--- src/rtl/ctrl_pkg.sv ---
// Shared definitions for the multicycle RV32I control path: state encodings,
// opcodes, ALU/mux select codes and the decoded control word.
package ctrl_pkg;

    typedef enum logic [3:0] {
        FETCH    = 4'd0,
        DECODE   = 4'd1,
        MEMADR   = 4'd2,
        MEMREAD  = 4'd3,
        MEMWB    = 4'd4,
        MEMWRITE = 4'd5,
        EXECUTER = 4'd6,
        EXECUTEI = 4'd7,
        ALUWB    = 4'd8,
        BEQ      = 4'd9,
        JAL      = 4'd10
    } state_t;

    localparam logic [6:0] OP_LW  = 7'b0000011;
    localparam logic [6:0] OP_SW  = 7'b0100011;
    localparam logic [6:0] OP_R   = 7'b0110011;
    localparam logic [6:0] OP_I   = 7'b0010011;
    localparam logic [6:0] OP_BEQ = 7'b1100011;
    localparam logic [6:0] OP_JAL = 7'b1101111;

    // aluOp codes consumed by the ALU decoder
    localparam logic [1:0] ALUOP_ADD  = 2'b00;
    localparam logic [1:0] ALUOP_SUB  = 2'b01;
    localparam logic [1:0] ALUOP_FUNC = 2'b10;

    localparam logic [1:0] RES_ALUOUT = 2'b00;  // registered ALU result
    localparam logic [1:0] RES_DATA   = 2'b01;  // memory data register
    localparam logic [1:0] RES_ALU    = 2'b10;  // live ALU output

    localparam logic [1:0] SRCA_PC    = 2'b00;
    localparam logic [1:0] SRCA_OLDPC = 2'b01;
    localparam logic [1:0] SRCA_RS1   = 2'b10;

    localparam logic [1:0] SRCB_RS2   = 2'b00;
    localparam logic [1:0] SRCB_IMM   = 2'b01;
    localparam logic [1:0] SRCB_FOUR  = 2'b10;

    typedef struct packed {
        logic       pc_write;
        logic       adr_src;
        logic       mem_write;
        logic       ir_write;
        logic [1:0] result_src;
        logic [1:0] alu_src_a;
        logic [1:0] alu_src_b;
        logic [1:0] alu_op;
        logic       reg_write;
        logic       retire;
    } ctrl_word_t;

    function automatic logic op_legal(input logic [6:0] op);
        return (op == OP_LW) || (op == OP_SW) || (op == OP_R) ||
               (op == OP_I) || (op == OP_BEQ) || (op == OP_JAL);
    endfunction

endpackage

--- src/rtl/multicycle_ctrl_if.sv ---
// Control bus between the multicycle controller and the datapath.
interface multicycle_ctrl_if #(parameter int CNT_W = 32);
    logic [6:0]       op;
    logic             zero;
    logic             memReady;
    logic             pcWrite;
    logic             adrSrc;
    logic             memWrite;
    logic             irWrite;
    logic [1:0]       resultSrc;
    logic [1:0]       aluSrcA;
    logic [1:0]       aluSrcB;
    logic [1:0]       aluOp;
    logic             regWrite;
    logic             illegalOp;
    logic             retire;
    logic [CNT_W-1:0] instrCount;

    // controller side
    modport master (
        input  op, zero, memReady,
        output pcWrite, adrSrc, memWrite, irWrite, resultSrc, aluSrcA, aluSrcB,
               aluOp, regWrite, illegalOp, retire, instrCount
    );

    // datapath side
    modport slave (
        output op, zero, memReady,
        input  pcWrite, adrSrc, memWrite, irWrite, resultSrc, aluSrcA, aluSrcB,
               aluOp, regWrite, illegalOp, retire, instrCount
    );
endinterface

--- src/rtl/ctrl_out_deco.sv ---
// Moore control-word decode: state plus the memReady/zero qualifiers.
module ctrl_out_deco
    import ctrl_pkg::*;
(
    input  state_t     state,
    input  logic       mem_ready,
    input  logic       zero,
    output ctrl_word_t cw
);

    // One control word per state; unlisted fields stay 0
    always_comb begin
        cw = '0;
        unique case (state)
            FETCH: begin
                cw.adr_src    = 1'b0;
                cw.alu_src_a  = SRCA_PC;
                cw.alu_src_b  = SRCB_FOUR;
                cw.alu_op     = ALUOP_ADD;
                cw.result_src = RES_ALU;
                cw.ir_write   = mem_ready;
                cw.pc_write   = mem_ready;
            end
            DECODE: begin
                // precompute branch target while the register file is read
                cw.alu_src_a = SRCA_OLDPC;
                cw.alu_src_b = SRCB_IMM;
                cw.alu_op    = ALUOP_ADD;
            end
            MEMADR: begin
                cw.alu_src_a = SRCA_RS1;
                cw.alu_src_b = SRCB_IMM;
                cw.alu_op    = ALUOP_ADD;
            end
            MEMREAD: begin
                cw.adr_src    = 1'b1;
                cw.result_src = RES_ALUOUT;
            end
            MEMWB: begin
                cw.result_src = RES_DATA;
                cw.reg_write  = 1'b1;
                cw.retire     = 1'b1;
            end
            MEMWRITE: begin
                // strobe held until the memory accepts it
                cw.adr_src    = 1'b1;
                cw.result_src = RES_ALUOUT;
                cw.mem_write  = 1'b1;
                cw.retire     = mem_ready;
            end
            EXECUTER: begin
                cw.alu_src_a = SRCA_RS1;
                cw.alu_src_b = SRCB_RS2;
                cw.alu_op    = ALUOP_FUNC;
            end
            EXECUTEI: begin
                cw.alu_src_a = SRCA_RS1;
                cw.alu_src_b = SRCB_IMM;
                cw.alu_op    = ALUOP_FUNC;
            end
            ALUWB: begin
                cw.result_src = RES_ALUOUT;
                cw.reg_write  = 1'b1;
                cw.retire     = 1'b1;
            end
            BEQ: begin
                cw.alu_src_a  = SRCA_RS1;
                cw.alu_src_b  = SRCB_RS2;
                cw.alu_op     = ALUOP_SUB;
                cw.result_src = RES_ALUOUT;
                cw.pc_write   = zero;
                cw.retire     = 1'b1;
            end
            JAL: begin
                // PC <- branch target from DECODE; ALU computes old PC + 4 for rd
                cw.alu_src_a  = SRCA_OLDPC;
                cw.alu_src_b  = SRCB_FOUR;
                cw.alu_op     = ALUOP_ADD;
                cw.result_src = RES_ALUOUT;
                cw.pc_write   = 1'b1;
            end
            default: cw = '0;
        endcase
    end

endmodule

--- src/rtl/multicycle_ctrl.sv ---
// Multicycle RV32I main controller: state register, next-state logic and
// retired-instruction counter. Control outputs come from ctrl_out_deco.
module multicycle_ctrl
    import ctrl_pkg::*;
#(
    parameter int CNT_W = 32
) (
    input  logic                clk,
    input  logic                rst_n,
    multicycle_ctrl_if.master   bus
);

    state_t           state_q, state_d;
    logic [CNT_W-1:0] cnt_q, cnt_d;
    ctrl_word_t       cw, cw_g;
    logic             illegal;

    ctrl_out_deco u_deco (
        .state     (state_q),
        .mem_ready (bus.memReady),
        .zero      (bus.zero),
        .cw        (cw)
    );

    // State and counter registers
    always_ff @(posedge clk or negedge rst_n) begin
        if (!rst_n) begin
            state_q <= FETCH;
            cnt_q   <= '0;
        end else begin
            state_q <= state_d;
            cnt_q   <= cnt_d;
        end
    end

    // Next-state sequencing; memReady only matters in memory-access states
    always_comb begin
        state_d = state_q;
        unique case (state_q)
            FETCH:    if (bus.memReady) state_d = DECODE;
            DECODE: begin
                unique case (bus.op)
                    OP_LW, OP_SW: state_d = MEMADR;
                    OP_R:         state_d = EXECUTER;
                    OP_I:         state_d = EXECUTEI;
                    OP_BEQ:       state_d = BEQ;
                    OP_JAL:       state_d = JAL;
                    default:      state_d = FETCH;
                endcase
            end
            MEMADR: begin
                if (bus.op == OP_LW)      state_d = MEMREAD;
                else if (bus.op == OP_SW) state_d = MEMWRITE;
                else                      state_d = FETCH;
            end
            MEMREAD:  if (bus.memReady) state_d = MEMWB;
            MEMWB:    state_d = FETCH;
            MEMWRITE: if (bus.memReady) state_d = FETCH;
            EXECUTER, EXECUTEI, JAL: state_d = ALUWB;
            ALUWB:    state_d = FETCH;
            BEQ:      state_d = FETCH;
            default:  state_d = FETCH;
        endcase
    end

    // Retire counter, wraps naturally at 2^CNT_W
    always_comb begin
        cnt_d = cnt_q;
        if (cw.retire) cnt_d = cnt_q + CNT_W'(1);
    end

    // Output gating so everything reads 0 while reset is asserted
    always_comb begin
        cw_g    = rst_n ? cw : '0;
        illegal = rst_n && (state_q == DECODE) && !op_legal(bus.op);
    end

    assign bus.pcWrite    = cw_g.pc_write;
    assign bus.adrSrc     = cw_g.adr_src;
    assign bus.memWrite   = cw_g.mem_write;
    assign bus.irWrite    = cw_g.ir_write;
    assign bus.resultSrc  = cw_g.result_src;
    assign bus.aluSrcA    = cw_g.alu_src_a;
    assign bus.aluSrcB    = cw_g.alu_src_b;
    assign bus.aluOp      = cw_g.alu_op;
    assign bus.regWrite   = cw_g.reg_write;
    assign bus.retire     = cw_g.retire;
    assign bus.illegalOp  = illegal;
    assign bus.instrCount = cnt_q;

endmodule

--- src/flat_wrapper.sv ---
// flat-port wrapper written by rule: the top's interface ports become plain ports
module multicycle_ctrl_flat import ctrl_pkg::*;
#(
    parameter int CNT_W = 32
)
  (clk, rst_n, bus_op, bus_zero, bus_memReady, bus_pcWrite, bus_adrSrc, bus_memWrite, bus_irWrite, bus_resultSrc, bus_aluSrcA, bus_aluSrcB, bus_aluOp, bus_regWrite, bus_illegalOp, bus_retire, bus_instrCount);
  multicycle_ctrl_if #(.CNT_W(CNT_W)) bus_i ();
  input  logic clk;
  input  logic rst_n;
  input wire logic [$bits(bus_i.op)-1:0] bus_op;
  input wire logic [$bits(bus_i.zero)-1:0] bus_zero;
  input wire logic [$bits(bus_i.memReady)-1:0] bus_memReady;
  output wire logic [$bits(bus_i.pcWrite)-1:0] bus_pcWrite;
  output wire logic [$bits(bus_i.adrSrc)-1:0] bus_adrSrc;
  output wire logic [$bits(bus_i.memWrite)-1:0] bus_memWrite;
  output wire logic [$bits(bus_i.irWrite)-1:0] bus_irWrite;
  output wire logic [$bits(bus_i.resultSrc)-1:0] bus_resultSrc;
  output wire logic [$bits(bus_i.aluSrcA)-1:0] bus_aluSrcA;
  output wire logic [$bits(bus_i.aluSrcB)-1:0] bus_aluSrcB;
  output wire logic [$bits(bus_i.aluOp)-1:0] bus_aluOp;
  output wire logic [$bits(bus_i.regWrite)-1:0] bus_regWrite;
  output wire logic [$bits(bus_i.illegalOp)-1:0] bus_illegalOp;
  output wire logic [$bits(bus_i.retire)-1:0] bus_retire;
  output wire logic [$bits(bus_i.instrCount)-1:0] bus_instrCount;
  assign bus_i.op = bus_op;
  assign bus_i.zero = bus_zero;
  assign bus_i.memReady = bus_memReady;
  assign bus_pcWrite = bus_i.pcWrite;
  assign bus_adrSrc = bus_i.adrSrc;
  assign bus_memWrite = bus_i.memWrite;
  assign bus_irWrite = bus_i.irWrite;
  assign bus_resultSrc = bus_i.resultSrc;
  assign bus_aluSrcA = bus_i.aluSrcA;
  assign bus_aluSrcB = bus_i.aluSrcB;
  assign bus_aluOp = bus_i.aluOp;
  assign bus_regWrite = bus_i.regWrite;
  assign bus_illegalOp = bus_i.illegalOp;
  assign bus_retire = bus_i.retire;
  assign bus_instrCount = bus_i.instrCount;
  multicycle_ctrl #(.CNT_W(CNT_W)) u_core (.clk(clk), .rst_n(rst_n), .bus(bus_i));
endmodule
--- config.mk ---
export PLATFORM = sky130hd
export DESIGN_NAME = multicycle_ctrl_flat
export DESIGN_NICKNAME = d
export VERILOG_FILES = /design/src/rtl/ctrl_pkg.sv /design/src/rtl/multicycle_ctrl_if.sv /design/src/rtl/ctrl_out_deco.sv /design/src/rtl/multicycle_ctrl.sv /design/src/flat_wrapper.sv
export SDC_FILE = /design/constraint.sdc
export NUM_CORES = 1
export LEC_CHECK = 0
export ABC_AREA = 1
export CAP_MARGIN = 20
export CORE_UTILIZATION = 38
export DETAILED_ROUTE_END_ITERATION = 6
export PLACE_DENSITY = 0.73
export SLEW_MARGIN = 20
export SYNTH_ARGS = -nofsm -noshare
export SYNTH_HDL_FRONTEND = slang
export SYNTH_SLANG_ARGS = --single-unit
export TNS_END_PERCENT = 20
--- constraint.sdc ---
create_clock -name clk -period 3.6 [get_ports clk]
set_input_delay 0.54 -clock clk [delete_from_list [all_inputs] [get_ports clk]]
set_output_delay 0.54 -clock clk [all_outputs]
set_load 0.1 [all_outputs]
Yosys cells after proc, flatten, opt, wreduce, memory -nomap -nowiden
Index checks and enable logic that the tools add are counted.
- $add $sub $neg: 1
- equal/unequal tests: 19
- multiplexer cells: 16
- reductions and logical operators: 15
- operators by type and width (cell ; count):
    6-bit case mux with 7 select lines ; 1
    32-bit by 1-bit adder with 32-bit output, second input constant ; 1
    4-bit case mux with 6 select lines ; 1
    4-bit case mux with 5 select lines ; 1
    4-bit by 3-bit == test with 1-bit output, second input constant ; 4
    4-bit 2-to-1 mux ; 4
    7-bit by 6-bit == test with 1-bit output, second input constant ; 2
    7-bit == test, second input constant ; 2
    14-bit 2-to-1 mux ; 1
    4-bit == test, second input constant ; 3
    4-bit by 2-bit == test with 1-bit output, second input constant ; 2
    7-bit by 2-bit == test with 1-bit output, second input constant ; 1
    7-bit by 5-bit == test with 1-bit output, second input constant ; 1
    2-bit != test, second input constant ; 3
    2-bit OR reduction ; 3
    3-bit OR reduction ; 2
    1-bit logical OR ; 5
    4-bit by 1-bit == test with 1-bit output, second input constant ; 1
    4-bit zero test ; 1
    1-bit 2-to-1 mux ; 4
    2-bit case mux with 2 select lines ; 1
    3-bit 2-to-1 mux ; 1
    1-bit case mux with 3 select lines ; 1
    3-bit AND reduction ; 1
    3 further kinds ; 4
- flip-flop bits (word level): 36
- output and inout port bits: 47
- word-level logic and storage cells: 53

Logic depth before layout (Yosys ltp)
Gate-level depths: netlist of the first run.
- depth in word-level cells: 8
- depth in mapped cells: 11
- gate-level depth less buffers: 10

Hierarchy
From an unflattened synthesis of the first run, not the netlist that was laid out.
- cells, all modules: 367
- area total of the unflattened synthesis: 2486.1 um2
- by module, submodules not included (module ; instances ; cells each ; area an instance (um2) ; sequential area each (um2)):
    multicycle_ctrl ; 1 ; 326 ; 2316.0 ; 900.9
    ctrl_out_deco ; 1 ; 41 ; 170.2 ; 0.0

Worst setup path after synthesis of the first run
No wires, ideal clock.
- path type: flip-flop to output port
- start: reg u_core.state_q[3]
- end: out bus_illegalOp
- arrival: 3.827 ns
- required time: 3.060 ns
- slack: -0.767 ns
- cell stages (with the launch flop): 6
- path buffers: 0
- path through: dfrtp_1 > nor2_1 > inv_1 > nor2_1 > inv_1 > nor4_1
- cells in the longest elaborated chain, start to end: 3
- RTL lines (item ; RTL line ; text):
    from (decl) ; multicycle_ctrl.sv:13 ; state_t state_q, state_d;
    from (signal assigned) ; multicycle_ctrl.sv:31 ; state_q <= state_d;
    4-bit by 1-bit == test with 1-bit output ; multicycle_ctrl.sv:75 ; illegal = rst_n && (state_q == DECODE) && !op_legal(bus.op);
    1-bit logical AND (2 in series) ; multicycle_ctrl.sv:75 ;
    to (decl) ; flat_wrapper.sv:22 ; output wire logic [$bits(bus_i.illegalOp)-1:0] bus_illegalOp;
No other way between the ends.

Final worst setup path of the first run
Same ends and word-level chain as after synthesis.

==> results of run 1 <==
[metal layers]
| metal | vias to the layer above | GRT usage | routed length (microns) | part of all wire |
|---|---|---|---|---|
| li1 | 1335 | - | - | - |
| met1 | 1148 | 0.249 | 2920 | 0.47 |
| met2 | 46 | 0.324 | 3000 | 0.49 |
| met5 | - | 0 | 0 | 0 |
| met3 | 6 | 0.0368 | 196 | 0.032 |
| met4 | 0 | 0.0423 | 58 | 0.0094 |
[cell usage in the layout (no fill, tap or decap), types with 2 or more instances in the layout]
cell type / n
nor2_4: 2
clkbuf_8: 6
nor2_1: 59
nand4_1: 5
nor2_2: 2
inv_1: 48
inv_2: 2
clkbuf_1: 2
nand2_1: 162
buf_4: 15
nand3_2: 2
nand3b_1: 4
xor2_1: 5
buf_12: 2
o21ai_0: 5
nor3_1: 5
xnor2_1: 9
nand2_2: 3
nand3_1: 26
dfrtp_1: 36
a21oi_1: 8
clkdlybuf4s50_1: 41
[registers in the layout, summed over array words and instances, names as in the netlist]
signal and cells:
u_core.bus.instrCount 32, u_core.state_q 4
[power breakdown]
group | internal, mW | switching [mW] | total (mW)
Combinational | 0.134 | 0.468 | 0.602
Clock | 0.156 | 0.140 | 0.296
Sequential | 0.432 | 0.0380 | 0.470
Total | 0.723 | 0.646 | 1.37
[worst paths after layout]
path                                          start                   endpoint  slack, ns  cells after the start
setup / recovery                  u_core.state_q[3]              bus_illegalOp       1.07                      6
hold / removal                                rst_n  u_core.bus.instrCount[17]       0.31                      2
setup reg to reg                  u_core.state_q[1]   u_core.bus.instrCount[5]       1.80                      9
hold reg to reg            u_core.bus.instrCount[9]   u_core.bus.instrCount[9]       0.52                      1
max in group asynchronous                     rst_n  u_core.bus.instrCount[25]       2.93                      2
min in group clk           u_core.bus.instrCount[9]   u_core.bus.instrCount[9]       0.52                      1
[through the flow]
stage          setup TNS (ns)  hold WS (ns)  instances  area, sq um  power (mW)
2_1_floorplan          -0.385         0.244        396         2510       0.937
4_1_cts                     0         0.330        534         3210        1.38
3_3_place_gp                0         0.513        526         3120        1.08
3_5_place_dp                0         0.512        526         3120        1.08
5_1_grt                     0         0.353        534         3210        1.44
6_report                    0         0.305        534         3210        1.37
[final cells by class]
cell class	instances	area share
multi-input cells	304	0.426
well taps	77	0.0300
repair buffers	59	0.177
clock buffers	8	0.0281
inverters	50	0.0585
flip-flops and latches	36	0.281
[logic make-up (layout without fill, tap and decap cells)]
logic type               Yosys count  after routing  share of synthesized area
AO/OA/AOI/OAI                     16             16                     0.0340
XOR/XNOR                          14             14                     0.0491
adder cells (fa/ha/maj)            1              1                    0.00500
flip-flops                        36             36                      0.360
buffers and inverters             56            117                     0.0961
AND/OR/NAND/NOR                  273            273                      0.455
==> qor.csv, run 1 <==
metric,value,unit
timing_max_transition_violations_final,0,
register_bit_total_from_synthesis,36,
power.ir.vdd_worst,0.362,mV
first_pass_iters,4,
cts_htree_levels,2,
fillers,612,
path_max_fanout,6,
grt_pass1_wl,10800,microns
grt_use_total,0.190,
floorplan.rows,29,
routed_wire_length_per_instance,11.6,microns
hold_violations,0,
timing.critical_path.slowest_cell_delay,0.40,ns
final_critical_path_setup_slack,1.07,ns
drt-vias-per-instance,4.75,
post_cts_hold_buffer_count,0,
yosys_synthesis_warning_count,0,
clkLatencyLatePin,0.28,ns
syn_nets,408,
effective_utilization_at_floorplan,0.394,
grt_antenna_before_repair,0,
ioPinCount,58,
tightest_slew,0.971,ns
route.detailed.drc,0,
finalCritPeriodShare,0.704,
die_height,83.1,microns
post_cts_resize_count,0,
synth_cell_type_count,26,
die_outline_area,6910,sq um
synth_largest_area_cell,dfrtp_1,
pre_cts_slack,1.16,ns
finalSetupViolations,0,
post_cts.repair.setup_buffers,0,
portBuffers,57,
final_cell_utilization_of_the_core,0.505,
worst_ep_required_time,3.06,ns
layout-drive-gt1-share,0.0788,
power.static_leakage,1.45,nW
max_freq,395,MHz
pin_count_of_the_biggest_net_entering_global_routing,40,
multi_input_area,1370,sq um
clkSlewWorstSetupHoldPaths,0.07,ns
critical_path_buf_inv_count,3,
worst_setup_path_end_kind,output pin,
synth_top_area_share,0.360,
diodes,0,
crit_type,reg2out,
route.vias.total,2535,
cp_slowest_cell,dfrtp_1,
critical_path.startpoint_type,flop,
drt-total-wl,6180,microns
yosys-top-cells-area,"dfrtp_1 36%, nand2_1 24%, nor2_1 8.9%, inv_1 7.2%, nand3_1 5.2%",
outcome,"complete, no violations",
finalNetCount,468,
cp.arrival,1.99,ns
p_per_area,427,nW/um^2
syn_to_final_growth,28.3,%
dp_hpwl,4870,microns
cts_buffers,5,
clock_path_buffers,2,
cts-root-buf,clkbuf_8,
skew,0.00873,ns
syn_area_per_cell,6.31,sq um
crit_chain,nor2_1 > inv_1 > nor2_1 > inv_1 > nor4_2 > buf_12,
slew_headroom,0.351,
core-area,6350,sq um
clock_tree_from_tritoncts,done,
seq_area,901,sq um
crit_family,simple AND/OR/NAND/NOR gates,
ys_dominant_reg_cell,dfrtp_1,
drt_iter0_drc,158,
max_cap_violations,0,
synth.cells.most_frequent,"162 x nand2_1, 59 x nor2_1, 48 x inv_1, 36 x dfrtp_1, 26 x nand3_1",
edff_count_synth,0,
tritoncts_num_sinks,36,
grt_setup_unrepaired,no,
syn-cell-area,2500,sq um
antenna_left,0,
yosysMostFrequentCell,nand2_1,
final.min_clock_period,2.53,ns
synth_async_sr_flop_share,1.00,
globalRoute.totalOverflow,0,
first_global_vias,2398,
dieWidth,83.1,microns
worstHoldPathType,in2async,
seq_area_frac_synth,0.360,
number_of_cells_produced_by_synthesis,396,
finalWeightedCongestion,0.870,
Power figures use the tool's default switching activity.
==> run 2: changes to the inputs <==
--- a/config.mk
+++ b/config.mk
@@ -9,7 +9,7 @@
 export CAP_MARGIN = 20
 export CORE_UTILIZATION = 38
 export DETAILED_ROUTE_END_ITERATION = 6
-export PLACE_DENSITY = 0.73
+export PLACE_DENSITY = 0.76
 export SLEW_MARGIN = 20
 export SYNTH_ARGS = -nofsm -noshare
 export SYNTH_HDL_FRONTEND = slang
==> constraint.sdc (replaced) <==
create_clock -name clk -period 2.3 [get_ports clk]
set_input_delay 0.345 -clock clk [delete_from_list [all_inputs] [get_ports clk]]
set_output_delay 0.345 -clock clk [all_outputs]
set_load 0.1 [all_outputs]
==> qor.csv, run 2 (same netlist as run 1, synthesis figures left out) <==
metric,value,unit,change
timing_max_transition_violations_final,0,,unchanged
effective_utilization_at_floorplan,0.394,,unchanged
max_ffs_per_register,32,,unchanged
diodes,0,,unchanged
hold_violations,0,,unchanged
post_cts_resize_count,0,,unchanged
route.detailed.drc,0,,unchanged
die_outline_area,6910,sq um,unchanged
dieWidth,83.1,microns,unchanged
final_cell_utilization_of_the_core,0.527,,+0.0219
grt_antenna_before_repair,0,,unchanged
path_max_fanout,12,,+6
pin_count_of_the_biggest_net_entering_global_routing,21,,-48%
drt-vias-per-instance,4.95,,+4.3%
worst_ep_required_time,1.96,ns,-1.10 ns
core-area,6350,sq um,unchanged
skew,0.00469,ns,-0.00404 ns
syn_to_final_growth,33.9,%,
antenna_left,0,,unchanged
die_height,83.1,microns,unchanged
layout_common_cells,"162 x nand2_1, 59 x nor2_1, 48 x inv_1, 36 x buf_4, 36 x dfrtp_1",,
grt_pass1_wl,11400,microns,+5.0%
cts_htree_levels,2,,unchanged
tightest_slew,0.404,ns,-0.567 ns
floorplan.rows,29,,unchanged
max_cap_violations,0,,unchanged
critical_path.startpoint_type,flop,,
finalInstanceArea,3350,sq um,+4.3%
cp.arrival,1.77,ns,-0.22 ns
cts_buffers,5,,unchanged
grt_use_total,0.200,,+0.0104
finalSetupViolations,0,,unchanged
clock_path_buffers,2,,unchanged
drt-total-wl,6450,microns,+4.4%
worstHoldPathType,in2async,,
grt_setup_unrepaired,no,,
finalWeightedCongestion,0.876,,+0.70%
drt_iter0_drc,162,,+2.5%
finalNetCount,472,,+0.85%
power.ir.vdd_worst,0.553,mV,+53%
clkSlewWorstSetupHoldPaths,0.07,ns,about the same
clock_tree_from_tritoncts,done,,
globalRoute.totalOverflow,0,,unchanged
mostFrequentLayoutCell,nand2_1,,
ioPinCount,58,,unchanged
stdcell_count,538,,+0.75%
first_pass_iters,5,,+1
slew_headroom,0.730,,+0.380
power.static_leakage,1.57,nW,+8.1%
postPlaceCellArea,3250,sq um,+4.1%
final.min_clock_period,2.12,ns,
dp.cells,529,,+0.57%
finalCritPeriodShare,0.920,,
first_global_vias,2510,,+4.7%
outcome,"complete, no violations",,
max_freq,473,MHz,
p_per_area,671,nW/um^2,+57%
worst_hold_slack,0.139,ns,-0.166 ns
clkLatencyLatePin,0.29,ns,about the same
layout-drive-gt1-share,0.158,,+0.0796
crit_type,reg2out,,
tritoncts_num_sinks,36,,unchanged
route.vias.total,2664,,+5.1%
worst_setup_path_end_kind,output pin,,
cts-root-buf,clkbuf_8,,
portBuffers,57,,unchanged
dp_hpwl,5090,microns,+4.4%
finalSetupTns,0,ns,unchanged
routed_wire_length_per_instance,12.0,microns,+3.6%
[run 2: changes by cell type in the layout (fill, tap and decap cells not counted), sizes merged]
cell and delta:
clkdlybuf4s50 -32, dlygate4sd3 +1, buf +35
[run 2: layout make-up]
class	count	area [sq um]
fill	628	3000
multi-input combinational	304	1380
sequential	36	901
timing repair buffer	63	696
inverter	50	188
tap	77	96.3
clock buffer	8	90.1
[run 2: final timing paths]
check / cells past startpoint / end / startpoint / slack [ns]
max: 8 / bus_retire / u_core.state_q[1] / 0.18
min: 2 / u_core.bus.instrCount[27] / rst_n / 0.14
max reg2reg: 9 / u_core.bus.instrCount[5] / u_core.state_q[1] / 0.58
min reg2reg: 1 / u_core.bus.instrCount[10] / u_core.bus.instrCount[10] / 0.53
max in group asynchronous: 2 / u_core.state_q[1] / rst_n / 1.53
min in group clk: 1 / u_core.bus.instrCount[10] / u_core.bus.instrCount[10] / 0.53
[run 2: worst max-delay path, stage by stage, from the launching register on]
cell and delay, ns:
dfrtp_1 0.44, inv_2 0.12, nand2_2 0.07, nor2_1 0.15, nand2_1 0.09, nand3_2 0.24, nand2_1 0.08, inv_1 0.11
buf_12 0.18
[run 2: power breakdown]
group | switching (mW) | leakage (nW) | internal, mW
clock network | 0.222 | 0.0455 | 0.244
logic | 0.751 | 1.05 | 0.291
registers | 0.0620 | 0.476 | 0.676
total | 1.03 | 1.57 | 1.21
[run 2: metrics by stage]
stage | setup slack [ns] | total power [mW]
2_1_floorplan | -0.743 | 1.47
3_3_place_gp | 0.316 | 1.79
3_5_place_dp | 0.252 | 1.79
4_1_cts | 0.185 | 2.27
5_1_grt | 0.0256 | 2.35
6_report | 0.184 | 2.25
[run 2: what timing repair did]
item | in CTS | in global routing
hold endpoints to repair | 3 | 0
hold buffers | 1 | 0
buffers inserted | 0 | 0
[run 2: metal layers]
layer	track usage	vias up	routed length [microns]
met5	0	-	0
met4	0.0737	0	151
met2	0.337	69	3110
met3	0.0348	13	296
li1	-	1350	-
met1	0.258	1232	2890
==> run 3: changes to the inputs <==
--- a/config.mk
+++ b/config.mk
@@ -7,9 +7,9 @@
 export LEC_CHECK = 0
 export ABC_AREA = 1
 export CAP_MARGIN = 20
-export CORE_UTILIZATION = 38
+export CORE_UTILIZATION = 50
 export DETAILED_ROUTE_END_ITERATION = 6
-export PLACE_DENSITY = 0.76
+export PLACE_DENSITY = 0.8
 export SLEW_MARGIN = 20
 export SYNTH_ARGS = -nofsm -noshare
 export SYNTH_HDL_FRONTEND = slang
==> constraint.sdc (replaced) <==
create_clock -name clk -period 2.4 [get_ports clk]
set_input_delay 0.36 -clock clk [delete_from_list [all_inputs] [get_ports clk]]
set_output_delay 0.36 -clock clk [all_outputs]
set_load 0.1 [all_outputs]
==> qor.csv, run 3 (same netlist as run 1, synthesis figures left out) <==
metric,value,unit,change
outcome,"complete, no violations",,
tightest_slew,0.391,ns,-0.0133 ns
crit_cells,6,,-2
finalCritPeriodShare,0.937,,
clkLatencyLatePin,0.29,ns,about the same
total_power,2.23,mW,-0.57%
tritoncts_num_sinks,36,,unchanged
globalRoute.busiestLayer,met2,,
effective_utilization_at_floorplan,0.526,,+0.132
finalNetCount,471,,-0.21%
portBuffers,57,,unchanged
dp_hpwl,5040,microns,-0.90%
r2r_cells,10,,+1
final_cell_utilization_of_the_core,0.702,,+0.175
finalInstanceArea,3340,sq um,-0.30%
drt-vias-per-instance,5.19,,+4.8%
skew,0.00305,ns,-0.00164 ns
p_per_area,669,nW/um^2,-0.27%
core-area,4750,sq um,-25%
die_outline_area,5290,sq um,-23%
grt.met1_usage,0.363,,+0.106
crit_family,simple AND/OR/NAND/NOR gates,,
grt_use_total,0.266,,+0.0660
stdcell_count,527,,-2.0%
sw_frac_of_total,0.452,,-0.00855
die_height,72.7,microns,-13%
drt_iter0_drc,211,,+30%
p_sw,1.01,mW,-2.4%
finalWeightedCongestion,0.946,,+7.9%
timing.critical_path.slowest_cell_delay,0.40,ns,-0.04 ns
max_cap_violations,0,,unchanged
clock_tree_from_tritoncts,done,,
postPlaceCellArea,3210,sq um,-1.0%
pre_cts_slack,0.292,ns,+0.0401 ns
timing.critical_path.from,u_core.state_q[3],,
cp.arrival,1.89,ns,+0.12 ns
worst_hold_slack,0.109,ns,-0.0302 ns
clkSlewWorstSetupHoldPaths,0.07,ns,about the same
mostFrequentLayoutCell,nand2_1,,
critical_path.startpoint_type,flop,,
first_global_vias,2361,,-5.9%
fillers,414,,-34%
final.min_clock_period,2.25,ns,
critical_path_buf_inv_count,3,,unchanged
crit_chain,nor2_2 > inv_1 > nor2_2 > inv_1 > nor4_2 > buf_12,,
diodes,0,,unchanged
r2r_end,u_core.bus.instrCount[30],,
final_critical_path_setup_slack,0.150,ns,-0.0336 ns
critical_path.reg2reg.startpoint,u_core.bus.instrCount[0],,
gr-usage-met2,0.437,,+0.100
max_freq,444,MHz,
timing_max_transition_violations_final,0,,unchanged
antenna_left,0,,unchanged
dp.cells,518,,-2.1%
clock_power_share,0.236,,+0.029
routed_wire_length_per_instance,12.5,microns,+4.2%
pin_count_of_the_biggest_net_entering_global_routing,24,,+14%
route.detailed.drc,0,,unchanged
grt_antenna_before_repair,0,,unchanged
max_ffs_per_register,32,,unchanged
worst_ep_required_time,2.04,ns,+0.08 ns
worstHoldPathType,in2async,,
hold_violations,0,,unchanged
rrSetupSlack,0.64,ns,+0.06 ns
cts_buffers,5,,unchanged
cts-root-buf,clkbuf_8,,
clock_path_buffers,2,,unchanged
combinationalPowerShare,0.445,,-0.019
power.static_leakage,1.58,nW,+0.20%
finalSetupTns,0,ns,unchanged
cp_slowest_cell,dfrtp_1,,
first_pass_iters,5,,unchanged
floorplan.rows,25,,-14%
power.ir.vdd_worst,0.553,mV,about the same
finalSetupViolations,0,,unchanged
slew_headroom,0.739,,+0.00889
ioPinCount,58,,unchanged
route.vias.total,2735,,+2.7%
worstSetupEndpoint,bus_illegalOp,,
dieWidth,72.7,microns,-13%
grt.met3_usage,0.0483,,+0.0136
drt-total-wl,6580,microns,+2.1%
path_max_fanout,6,,-6
power.share.sequential,0.318,,-0.011
cts_htree_levels,2,,unchanged
grt_pass1_wl,10900,microns,-3.9%
internal_power,1.22,mW,+1.0%
grt_setup_unrepaired,no,,
crit_type,reg2out,,
worst_setup_path_end_kind,output pin,,
layout-drive-gt1-share,0.163,,+0.00469
layout_common_cells,"162 x nand2_1, 57 x nor2_1, 48 x inv_1, 36 x buf_4, 36 x dfrtp_1",,
globalRoute.totalOverflow,0,,unchanged
syn_to_final_growth,33.5,%,
==> run 3: cell count changes in the layout (fill, tap and decap cells not counted), sizes merged <==
cell	delta
buf	-1
clkinv	+1
clkbuf	-2
bufinv	+1
==> run 3: worst min-delay path by stage <==
stage                                           to  cells past startpoint  slack, ns  start
after floorplan           u_core.bus.instrCount[0]                      0       0.06  rst_n
after global placement           u_core.state_q[1]                      1       0.25  rst_n
after detailed placement         u_core.state_q[1]                      1       0.25  rst_n
after CTS                 u_core.bus.instrCount[0]                      2       0.10  rst_n
after global routing      u_core.bus.instrCount[0]                      2       0.13  rst_n
final                     u_core.bus.instrCount[0]                      2       0.11  rst_n
==> run 3: worst register-to-register path, delay by kind of cell, from the launching register on <==
family | cells | cell delay, ns
flip-flops | 1 | 0.45
AND/OR/NAND/NOR | 9 | 1.00
adder cells (fa/ha/maj) | 1 | 0.20
==> run 3: routing by layer <==
metal	vias to the layer above	routed length, microns
li1	1341	-
met5	-	0
met3	13	492
met2	118	3040
met1	1263	2970
met4	0	80
==> run 3: area by class of cell <==
class | instances | area, sq um | share of cell area
Clock buffer | 6 | 72.6 | 0.0217
Timing Repair Buffer | 62 | 676 | 0.202
Inverter | 50 | 188 | 0.0562
Clock inverter | 2 | 35.0 | 0.0105
Sequential cell | 36 | 901 | 0.270
Multi-Input combinational cell | 304 | 1380 | 0.414
Tap cell | 67 | 83.8 | 0.0251
==> run 3: what timing repair did <==
item | in CTS | in global routing
hold endpoints to repair | 7 | 0
setup buffers | 0 | 0
hold buffers | 1 | 0
gates resized for setup | 0 | 2
endpoints found under the setup margin | 0 | 1
==> run 3: power by group through the flow <==
stage                     Clock [mW]  Combinational, mW  Sequential, mW
final                          0.528              0.995           0.711
after global routing           0.555               1.05           0.717
after CTS                      0.542              0.990           0.708
after detailed placement           0              0.984           0.720
after global placement             0              0.972           0.719
after floorplan                    0              0.477           0.933
